[src/rtl/ct_mmu_jtlb_rr_arb.sv]
// ---------------------------------------------------------------------------
// ct_mmu_jtlb_rr_arb
// Decides which source may access the joint TLB (jTLB). There are three kinds
// of source:
//   - NUM_REQ uTLB/PFU refill requesters, served round-robin. A granted
//     refill owns the jTLB until that requester signals completion.
//   - One TLB-maintenance (oper) source. It wins over refills in IDLE unless
//     refills have been starved for STARVE_MAX oper grants in a row.
//   - The page-table walker refill write (ptw). It is a single-cycle write
//     that is granted in any state except OPER and never changes state.
// Ports:
//   forever_cpuclk / cpurst       clock, asynchronous active-high reset
//   refill_req/vpn/cmplt          per-requester request, VPN, completion
//   oper_req/vpn/cmplt            maintenance request, VPN, completion
//   ptw_req/vpn                   page-walk write request and VPN
//   no_op_req                     CP0 quiesce request
//   refill_grant/oper_grant/ptw_grant   one-hot grants (at most one set)
//   jtlb_req / jtlb_vpn           any-grant flag and VPN of the granted source
//   ptw_mask                      high while a maintenance op owns the jTLB
//   no_op                         quiesce acknowledge
//   cur_st                        arbiter state, for debug
// ---------------------------------------------------------------------------
module ct_mmu_jtlb_rr_arb #(
   parameter int NUM_REQ    = 4,
   parameter int VPN_W      = 28,
   parameter int STARVE_MAX = 15
) (
   input  logic                     forever_cpuclk,
   input  logic                     cpurst,
   input  logic [NUM_REQ-1:0]       refill_req,
   input  logic [NUM_REQ*VPN_W-1:0] refill_vpn,
   input  logic [NUM_REQ-1:0]       refill_cmplt,
   input  logic                     oper_req,
   input  logic [VPN_W-1:0]         oper_vpn,
   input  logic                     oper_cmplt,
   input  logic                     ptw_req,
   input  logic [VPN_W-1:0]         ptw_vpn,
   input  logic                     no_op_req,
   output logic [NUM_REQ-1:0]       refill_grant,
   output logic                     oper_grant,
   output logic                     ptw_grant,
   output logic                     jtlb_req,
   output logic [VPN_W-1:0]         jtlb_vpn,
   output logic                     ptw_mask,
   output logic                     no_op,
   output logic [1:0]               cur_st
);

   localparam int         IDX_W      = (NUM_REQ > 1) ? $clog2(NUM_REQ) : 1;
   localparam logic [7:0] STARVE_LIM = 8'(STARVE_MAX);

   typedef enum logic [1:0] {
      ST_IDLE   = 2'b00,
      ST_REFILL = 2'b01,
      ST_OPER   = 2'b10,
      ST_RSVD   = 2'b11
   } arb_state_e;

   arb_state_e       state_q, state_d;
   logic [IDX_W-1:0] owner_q, owner_d;
   logic [IDX_W-1:0] rr_ptr_q, rr_ptr_d;
   logic [7:0]       starve_cnt_q, starve_cnt_d;
   logic             starve_hit;
   logic             refill_win;
   logic [IDX_W-1:0] win_idx;

   assign starve_hit = (starve_cnt_q == STARVE_LIM);

   // Round-robin search: walk the requesters starting at rr_ptr and wrap
   // back to 0 past the last one; the first asserted request wins. The
   // search result is only used when the arbiter is IDLE and nothing with
   // higher priority is being granted.
   always_comb begin
      int               cand;
      logic [IDX_W-1:0] cand_idx;
      refill_win = 1'b0;
      win_idx    = '0;
      cand       = 0;
      cand_idx   = '0;
      for (int k = 0; k < NUM_REQ; k++) begin
         cand = int'(rr_ptr_q) + k;
         if (cand >= NUM_REQ) begin
            cand = cand - NUM_REQ;
         end
         cand_idx = IDX_W'(cand);
         if (!refill_win && refill_req[cand_idx]) begin
            refill_win = 1'b1;
            win_idx    = cand_idx;
         end
      end
   end

   // Grant selection. The page-walk write always goes first outside OPER, so
   // a refill or oper grant only happens in an IDLE cycle without ptw_req.
   // Oper beats refill unless the starvation counter has saturated. All
   // grants are held low while reset is asserted.
   always_comb begin
      refill_grant = '0;
      oper_grant   = 1'b0;
      ptw_grant    = 1'b0;
      if (!cpurst) begin
         if (ptw_req && (state_q != ST_OPER)) begin
            ptw_grant = 1'b1;
         end else if (state_q == ST_IDLE) begin
            if (oper_req && !starve_hit) begin
               oper_grant = 1'b1;
            end else if (refill_win) begin
               refill_grant[win_idx] = 1'b1;
            end
         end
      end
   end

   // Next-state logic. A refill grant records the owner and moves the
   // round-robin pointer just past it; only that owner's completion ends the
   // REFILL phase. The starvation counter counts oper grants taken while a
   // refill was waiting and is cleared whenever a refill finally wins.
   always_comb begin
      state_d      = state_q;
      owner_d      = owner_q;
      rr_ptr_d     = rr_ptr_q;
      starve_cnt_d = starve_cnt_q;
      case (state_q)
         ST_IDLE: begin
            if (|refill_grant) begin
               state_d      = ST_REFILL;
               owner_d      = win_idx;
               rr_ptr_d     = (int'(win_idx) == NUM_REQ - 1) ? '0 : win_idx + IDX_W'(1);
               starve_cnt_d = '0;
            end else if (oper_grant) begin
               state_d = ST_OPER;
               if ((|refill_req) && (starve_cnt_q < STARVE_LIM)) begin
                  starve_cnt_d = starve_cnt_q + 8'd1;
               end
            end
         end
         ST_REFILL: begin
            if (refill_cmplt[owner_q]) begin
               state_d = ST_IDLE;
            end
         end
         ST_OPER: begin
            if (oper_cmplt) begin
               state_d = ST_IDLE;
            end
         end
         default: begin
            state_d = ST_IDLE;
         end
      endcase
   end

   // State registers. Reset drops any ownership immediately, so a completion
   // arriving after reset release finds the arbiter in IDLE and is ignored.
   always_ff @(posedge forever_cpuclk or posedge cpurst) begin
      if (cpurst) begin
         state_q      <= ST_IDLE;
         owner_q      <= '0;
         rr_ptr_q     <= '0;
         starve_cnt_q <= '0;
      end else begin
         state_q      <= state_d;
         owner_q      <= owner_d;
         rr_ptr_q     <= rr_ptr_d;
         starve_cnt_q <= starve_cnt_d;
      end
   end

   // jTLB address mux. Grants are one-hot, so a plain AND-OR picks the VPN
   // of the granted source and yields zero when nothing is granted.
   always_comb begin
      jtlb_vpn = ({VPN_W{oper_grant}} & oper_vpn) | ({VPN_W{ptw_grant}} & ptw_vpn);
      for (int i = 0; i < NUM_REQ; i++) begin
         jtlb_vpn = jtlb_vpn | ({VPN_W{refill_grant[i]}} & refill_vpn[i*VPN_W +: VPN_W]);
      end
   end

   // Status outputs. A quiesce is acknowledged whenever no refill owns the
   // jTLB.
   assign jtlb_req = (|refill_grant) | oper_grant | ptw_grant;
   assign ptw_mask = (state_q == ST_OPER);
   assign no_op    = no_op_req && (state_q != ST_REFILL);
   assign cur_st   = state_q;

endmodule

[config.mk]
export PLATFORM = sky130hd
export DESIGN_NAME = ct_mmu_jtlb_rr_arb
export DESIGN_NICKNAME = d
export VERILOG_FILES = /design/src/rtl/ct_mmu_jtlb_rr_arb.sv
export SDC_FILE = /design/constraint.sdc
export NUM_CORES = 1
export LEC_CHECK = 0
export BUFFER_PORTS_ARGS = -buffer_cell sky130_fd_sc_hd__buf_4
export CORE_AREA = 2 2 87 89
export DETAILED_ROUTE_END_ITERATION = 8
export DIE_AREA = 0 0 89 91
export PLACE_DENSITY = 0.66
export SYNTH_ARGS = -nofsm -noshare
export SYNTH_HDL_FRONTEND = slang
export SYNTH_SLANG_ARGS = --single-unit
[constraint.sdc]
create_clock -name forever_cpuclk -period 10.7 [get_ports forever_cpuclk]
set_input_delay 2.14 -clock forever_cpuclk [delete_from_list [all_inputs] [get_ports forever_cpuclk]]
set_output_delay 2.14 -clock forever_cpuclk [all_outputs]
set_load 0.005 [all_outputs]
# Word level (Yosys, flattened, before mapping)
# Cells that the tools add are included.
dict set report op_classes {
  muxes 44
  n_reduce_logical 20
  n_eq_ne 9
  n_addsub 9
  n_lt_le_gt_ge 12
  bitwise_logic 13
}
# operator count
set op_table {}
lappend op_table {{AND 28 bit} 6}
lappend op_table {{OR 28 bit} 5}
lappend op_table {{two-way mux 2 bit} 13}
lappend op_table {{two-way mux 8 bit} 3}
lappend op_table {{two-way mux 4 bit} 5}
lappend op_table {{less-than comparator 2 x 3 -> 1 bit (second input constant)} 6}
lappend op_table {{two-way mux 1 bit} 16}
lappend op_table {{binary-select mux 1 bit (select 2 bit)} 5}
lappend op_table {{greater-or-equal comparator 3 bit (second input constant)} 3}
lappend op_table {{adder 8 x 1 -> 8 bit (second input constant)} 1}
lappend op_table {{equality test 8 x 4 -> 1 bit (second input constant)} 1}
lappend op_table {{logical AND 1 bit} 8}
lappend op_table {{less-than comparator 8 x 4 -> 1 bit (second input constant)} 1}
lappend op_table {{OR reduction 4 bit} 2}
lappend op_table {{subtractor 2 x 1 -> 2 bit (second input constant)} 4}
lappend op_table {{adder 2 x 2 -> 3 bit (second input constant)} 2}
lappend op_table {{!= test 2 bit (second input constant)} 3}
lappend op_table {{case mux 2 bit (3 select lines)} 1}
lappend op_table {{AND reduction 3 bit} 2}
lappend op_table {{equality test 2 x 1 -> 1 bit (second input constant)} 2}
lappend op_table {{logical NOT 1 bit} 4}
lappend op_table {{nonzero test 2 bit} 2}
lappend op_table {{adder 2 x 1 -> 3 bit (second input constant)} 1}
lappend op_table {{greater-or-equal comparator 2 x 3 -> 1 bit (second input constant)} 1}
lappend op_table {{9 further kinds} 10}
dict set report totals {
  output_inout_bits 39
  input_bits 182
  elab_cells 111
  regBits 14
}

# Longest topological paths before layout
dict set report logic_depth {
  word_depth 28
  mapped_depth 11
  depth_no_buf 9
}

# Least setup slack after synthesis
# No wires, ideal clock.
dict set report synth_path {
  path_kind {input port to output port}
  start {in refill_req[2]}
  end {out jtlb_vpn[12]}
  required_time_ps 8560
  stages 10
  n_path_buf 2
  t_arrival_ps 4274
  slack_ps 4286
  path_cell_list {a22o_1 -> a211oi_1 -> inv_1 -> ha_1 -> clkbuf_1 -> clkbuf_1 -> a22o_1 -> a221oi_1 -> nor3_1 -> a221o_1}
}
dict set report synth_between {
  elab_chain_cells 26
  elab_cells_between_ends 40
  cone_classes {order compare (2); mux (23); bitwise (8); reduce/logical (7)}
}
# element line_no
set synth_lines {}
lappend synth_lines {{from (decl)} 30} ;# input logic [NUM_REQ-1:0] refill_req,
lappend synth_lines {{binary-select mux 1 bit (select 2 bit)} 86} ;# if (!refill_win && refill_req[cand_idx]) begin
lappend synth_lines {{two-way mux 1 bit (implied by the code)} 86}
lappend synth_lines {{two-way mux 1 bit} 86}
lappend synth_lines {{logical NOT 1 bit} 86}
lappend synth_lines {{logical AND 1 bit} 86}
lappend synth_lines {{two-way mux 1 bit} 86}
lappend synth_lines {{logical NOT 1 bit} 86}
lappend synth_lines {{logical AND 1 bit} 86}
lappend synth_lines {{(+4 left out)} --}
lappend synth_lines {{named net win_idx[0]} 65} ;# logic [IDX_W-1:0] win_idx;
lappend synth_lines {{(+4 left out)} --}
lappend synth_lines {{two-way mux 4 bit *} 107} ;# end else if (refill_win) begin
lappend synth_lines {{two-way mux 4 bit *} 105} ;# if (oper_req && !starve_hit) begin
lappend synth_lines {{two-way mux 4 bit *} 104} ;# end else if (state_q == ST_IDLE) begin
lappend synth_lines {{two-way mux 4 bit *} 102} ;# if (ptw_req && (state_q != ST_OPER)) begin
lappend synth_lines {{two-way mux 4 bit *} 101} ;# if (!cpurst) begin
lappend synth_lines {{AND 28 bit} 174} ;# jtlb_vpn = jtlb_vpn | ({VPN_W{refill_grant[i]}} & refill_vpn[i*VPN_W +: VPN_W]);
lappend synth_lines {{OR 28 bit (3 in series)} 174}
lappend synth_lines {{OR 28 bit *} 174}
lappend synth_lines {{to (decl)} 43} ;# output logic [VPN_W-1:0] jtlb_vpn,
# Mark *: on every way through the listed nets, which the timed path passes. The rest lies on a longest branch. The select of a mux whose other input is x is not followed.

# Worst setup path in the final report
dict set report layout_path {
  start {in refill_req[2]}
  end {out jtlb_req}
}
dict set report layout_between {
  elab_chain_cells 24
  elab_cells_between_ends 35
  cone_classes {order compare (2); mux (23); bitwise (2); reduce/logical (8)}
}
# element line_no
set layout_lines {}
lappend layout_lines {{binary-select mux 1 bit (select 2 bit)} 86}
lappend layout_lines {{two-way mux 1 bit (implied by the code)} 86}
lappend layout_lines {{two-way mux 1 bit} 86}
lappend layout_lines {{logical NOT 1 bit} 86}
lappend layout_lines {{logical AND 1 bit} 86}
lappend layout_lines {{two-way mux 1 bit} 86}
lappend layout_lines {{logical NOT 1 bit} 86}
lappend layout_lines {{logical AND 1 bit} 86}
lappend layout_lines {{(+4 left out)} --}
lappend layout_lines {{named net win_idx[0]} 65}
lappend layout_lines {{(+3 left out)} --}
lappend layout_lines {{demux 1 bit (select 2 bit) *} 108} ;# refill_grant[win_idx] = 1'b1;
lappend layout_lines {{two-way mux 4 bit *} 107}
lappend layout_lines {{two-way mux 4 bit *} 105}
lappend layout_lines {{two-way mux 4 bit *} 104}
lappend layout_lines {{two-way mux 4 bit *} 102}
lappend layout_lines {{two-way mux 4 bit *} 101}
lappend layout_lines {{OR reduction 4 bit *} 180} ;# assign jtlb_req = (|refill_grant) | oper_grant | ptw_grant;
lappend layout_lines {{OR 1 bit * (2 in series)} 180}
lappend layout_lines {{to (decl)} 42} ;# output logic jtlb_req,
# Marks and branches as above.

==> summary.txt <==
Post-DP HPWL: 8490 um
Switching power: 0.000179 W
Setup bufs post-CTS: 0
Post-synth EDFFs: 0
Synth cell types: 33
RSZ-0062 raised after global routing: no
Worst setup EP type: output port
Layout cell share with drive strength beyond 1: 0.559
ANT cells: 0
Final nets: 610
TritonCTS clock tree: yes
Largest net degree at the start of global routing: 40
Largest cells by area after synthesis: dfrtp_1 19%, a221o_1 15%, a22o_1 14%
R2R cell count: 7
Post-Syn Area: 1850 um^2
Critical path class: input port to output port
Run status: finished clean
Cell type with the highest aggregate area in the netlist: dfrtp_1
Hold Vio Cnt, Final: 0
Synth Register Bits: 14
Minimum clock period: 7340 ps
Drt total wl: 10600 um
Sequential fraction of the synthesis area: 0.189
Compound-Gate Fraction of Synth Area: 0.478
Sw frac: 0.402
Post-route antenna net violation count: 0
Met3 usage: 0.0464
Lkg Pwr: 1.78 nW
Die W: 89 um
Die area: 8100 um^2
Total track usage: 0.243
CTS hold repair buffers: 0
Final worst slack: 3360 ps
Worst endpoint data arrival time: 5200 ps
GR Util met1: 0.330
Comb pwr share: 0.706
Dpl cell area: 3550 um^2
Peak fanout along the critical path: 30
Setup TNS: 0 ps
Clk_skew: 2.28 ps
I/O pin count: 221
Final worst path period share: 0.686
GR Util met2: 0.392
Transition time at the pin with the least slew margin: 1180 ps
Gates resized, CTS repair: 0
Post-synth top area share: 0.189
End-of-flow core utilization: 0.506
Worst min path class: flop to flop
First-pass GRT wire length: 15100 um
Post-synth ARST share: 1.00
Fin Hold WS: 516 ps
Synthesis warning total: 0
Setup crit start kind: input port
Peak Freq: 136 MHz
Synth Area in Simple Gates: 0.194
Max-cap violations: 0
Seq pwr share: 0.176
Routability cong.: 0.934
Synth Area in XOR/XNOR: 0
Sink Count: 14
Design Area, Final: 3610 um^2
Worst-Skew Late Latency: 250 ps
Post-Place Worst Slack: 3380 ps
Initial core utilization: 0.259
Clk network pwr share: 0.119
CTS H-Tree Depth: 1
Die Span Y: 91 um
CP Launch Point: refill_req[2]
Std-Cell Core Area: 7140 um^2
Routed vias/inst: 5.47
Synth Instances: 221
CTS Root Cell: clkbuf_8
Clock buffer count from CTS: 3
Largest family of logic cells by synthesized area: compound AO/OA/AOI/OAI gates
Clock tree buffer depth: 2
Max VDD drop: 0.0513 mV
Drt drc: 0
Req. time, crit path: 8560 ps
DR iter-0 viols: 122
# rows: 31
Adder-Cell Fraction of Synth Area: 0.0338
Drt wl/cell: 20.4 um
Synth Flop Type: dfrtp_1
Final slew viol count: 0
R2R Path Start: rr_ptr_q[0]
Int Pwr: 0.000265 W
Syn avg cell area: 8.37 um^2
PortBufs: 220
Total global routing overflow: 0
Mapped Nets: 408
CP endpoint: jtlb_req
TritonRoute pass-1 iters: 5
PwrDens: 123 nW/um^2
Setup-failing EPs final: 0
Routed vias: 2849
Number of global-route vias before repair: 2765
Post-synthesis mux area share: 0.0359
Area growth syn-to-layout: 95.1%
Worst R2R Setup Slack: 7210 ps
Worst reg2reg endpoint: owner_q[1]
Clock slew at reported path FFs: 60 ps
Relative slew slack: 0.211
Gr busiest metal: met2
Initial antenna violation count: 0
-- how the worst min path moves through the flow --
| stage | start | end | slack, ps | cells after the start |
|---|---|---|---|---|
| finish | starve_cnt_q[7] | starve_cnt_q[7] | 520 | 1 |
| global route | starve_cnt_q[5] | starve_cnt_q[5] | 540 | 1 |
| detailed placement | starve_cnt_q[7] | starve_cnt_q[7] | 500 | 1 |
| CTS | starve_cnt_q[7] | starve_cnt_q[7] | 520 | 1 |
| global placement | starve_cnt_q[7] | starve_cnt_q[7] | 500 | 1 |
| floorplan | starve_cnt_q[7] | starve_cnt_q[7] | 480 | 1 |
-- cell usage in the layout, fill, tap and decap left out, types with 2 or more instances in the layout --
cell type  count
dfrtp_1       14
clkbuf_8       4
or4_1          2
a22o_1        29
a21oi_1        7
o31ai_1        2
inv_1          9
a221oi_1      28
and2_1         6
or3_1          3
nor2_1         2
nor4_1         3
nor3_1        28
and3_1         5
nand2b_1       5
a221o_1       28
o21ai_0        3
ha_1           5
mux2_2         3
nand3_1        2
buf_4        222
-- metrics by stage --
stage	power, W	cells
4_1_cts	0.000445	521
3_5_place_dp	0.000392	517
2_1_floorplan	0.000266	221
3_3_place_gp	0.000384	517
5_1_grt	0.000483	521
6_report	0.000444	521
-- metal layers --
layer  wire, um  vias to the layer above
li1           -                     1349
met1       4370                     1336
met2       5040                      149
met3        995                       15
met4        211                        0
met5          0                        -
-- cells by family after synthesis --
kind of cell / after synthesis
AO/OA/AOI/OAI: 102
adder cells (fa/ha/maj): 5
buffers and inverters: 34
flip-flops: 14
multiplexers: 5
AND/OR/NAND/NOR: 61
-- critical path, cell delays in order --
cell and delay, ps:
buf_4 120, a22o_1 230, a211oi_1 560, ha_1 1030, nor4_1 190, nor3_2 580, or3_1 220, buf_4 110
-- registers in the layout, summed over array words and instances, names as in the netlist --
name and cells:
starve_cnt_q 8, cur_st 2, owner_q 2, rr_ptr_q 2
-- power groups by stage --
stage                     logic [W]  clock network (W)  registers, W
after CTS                  0.000314          0.0000537     0.0000778
after global routing       0.000346          0.0000568     0.0000801
after floorplan            0.000191                  0     0.0000757
final                      0.000313          0.0000526     0.0000780
after global placement     0.000306                  0     0.0000778
after detailed placement   0.000314                  0     0.0000789
-- synthesized netlist by cell type (2+ instances only) --
master    count
a21oi_1       7
a221o_1      28
a221oi_1     28
a22o_1       29
and2_1        6
and3_1        5
clkbuf_1     24
dfrtp_1      14
ha_1          5
inv_1         9
mux2_2        3
nand2b_1      5
nand3_1       2
nor2_1        2
nor3_1       28
nor4_1        3
o21ai_0       3
o31ai_1       2
or3_1         3
or4_1         2
-- layout make-up --
class,count,area [um^2]
Sequential cell,14,350
Fill cell,715,3530
Inverter,9,33.8
Multi-Input combinational cell,173,1380
Tap cell,99,124
Timing Repair Buffer,222,1670
Clock buffer,4,55.1
Note: power is estimated with default switching activity, not from simulation.
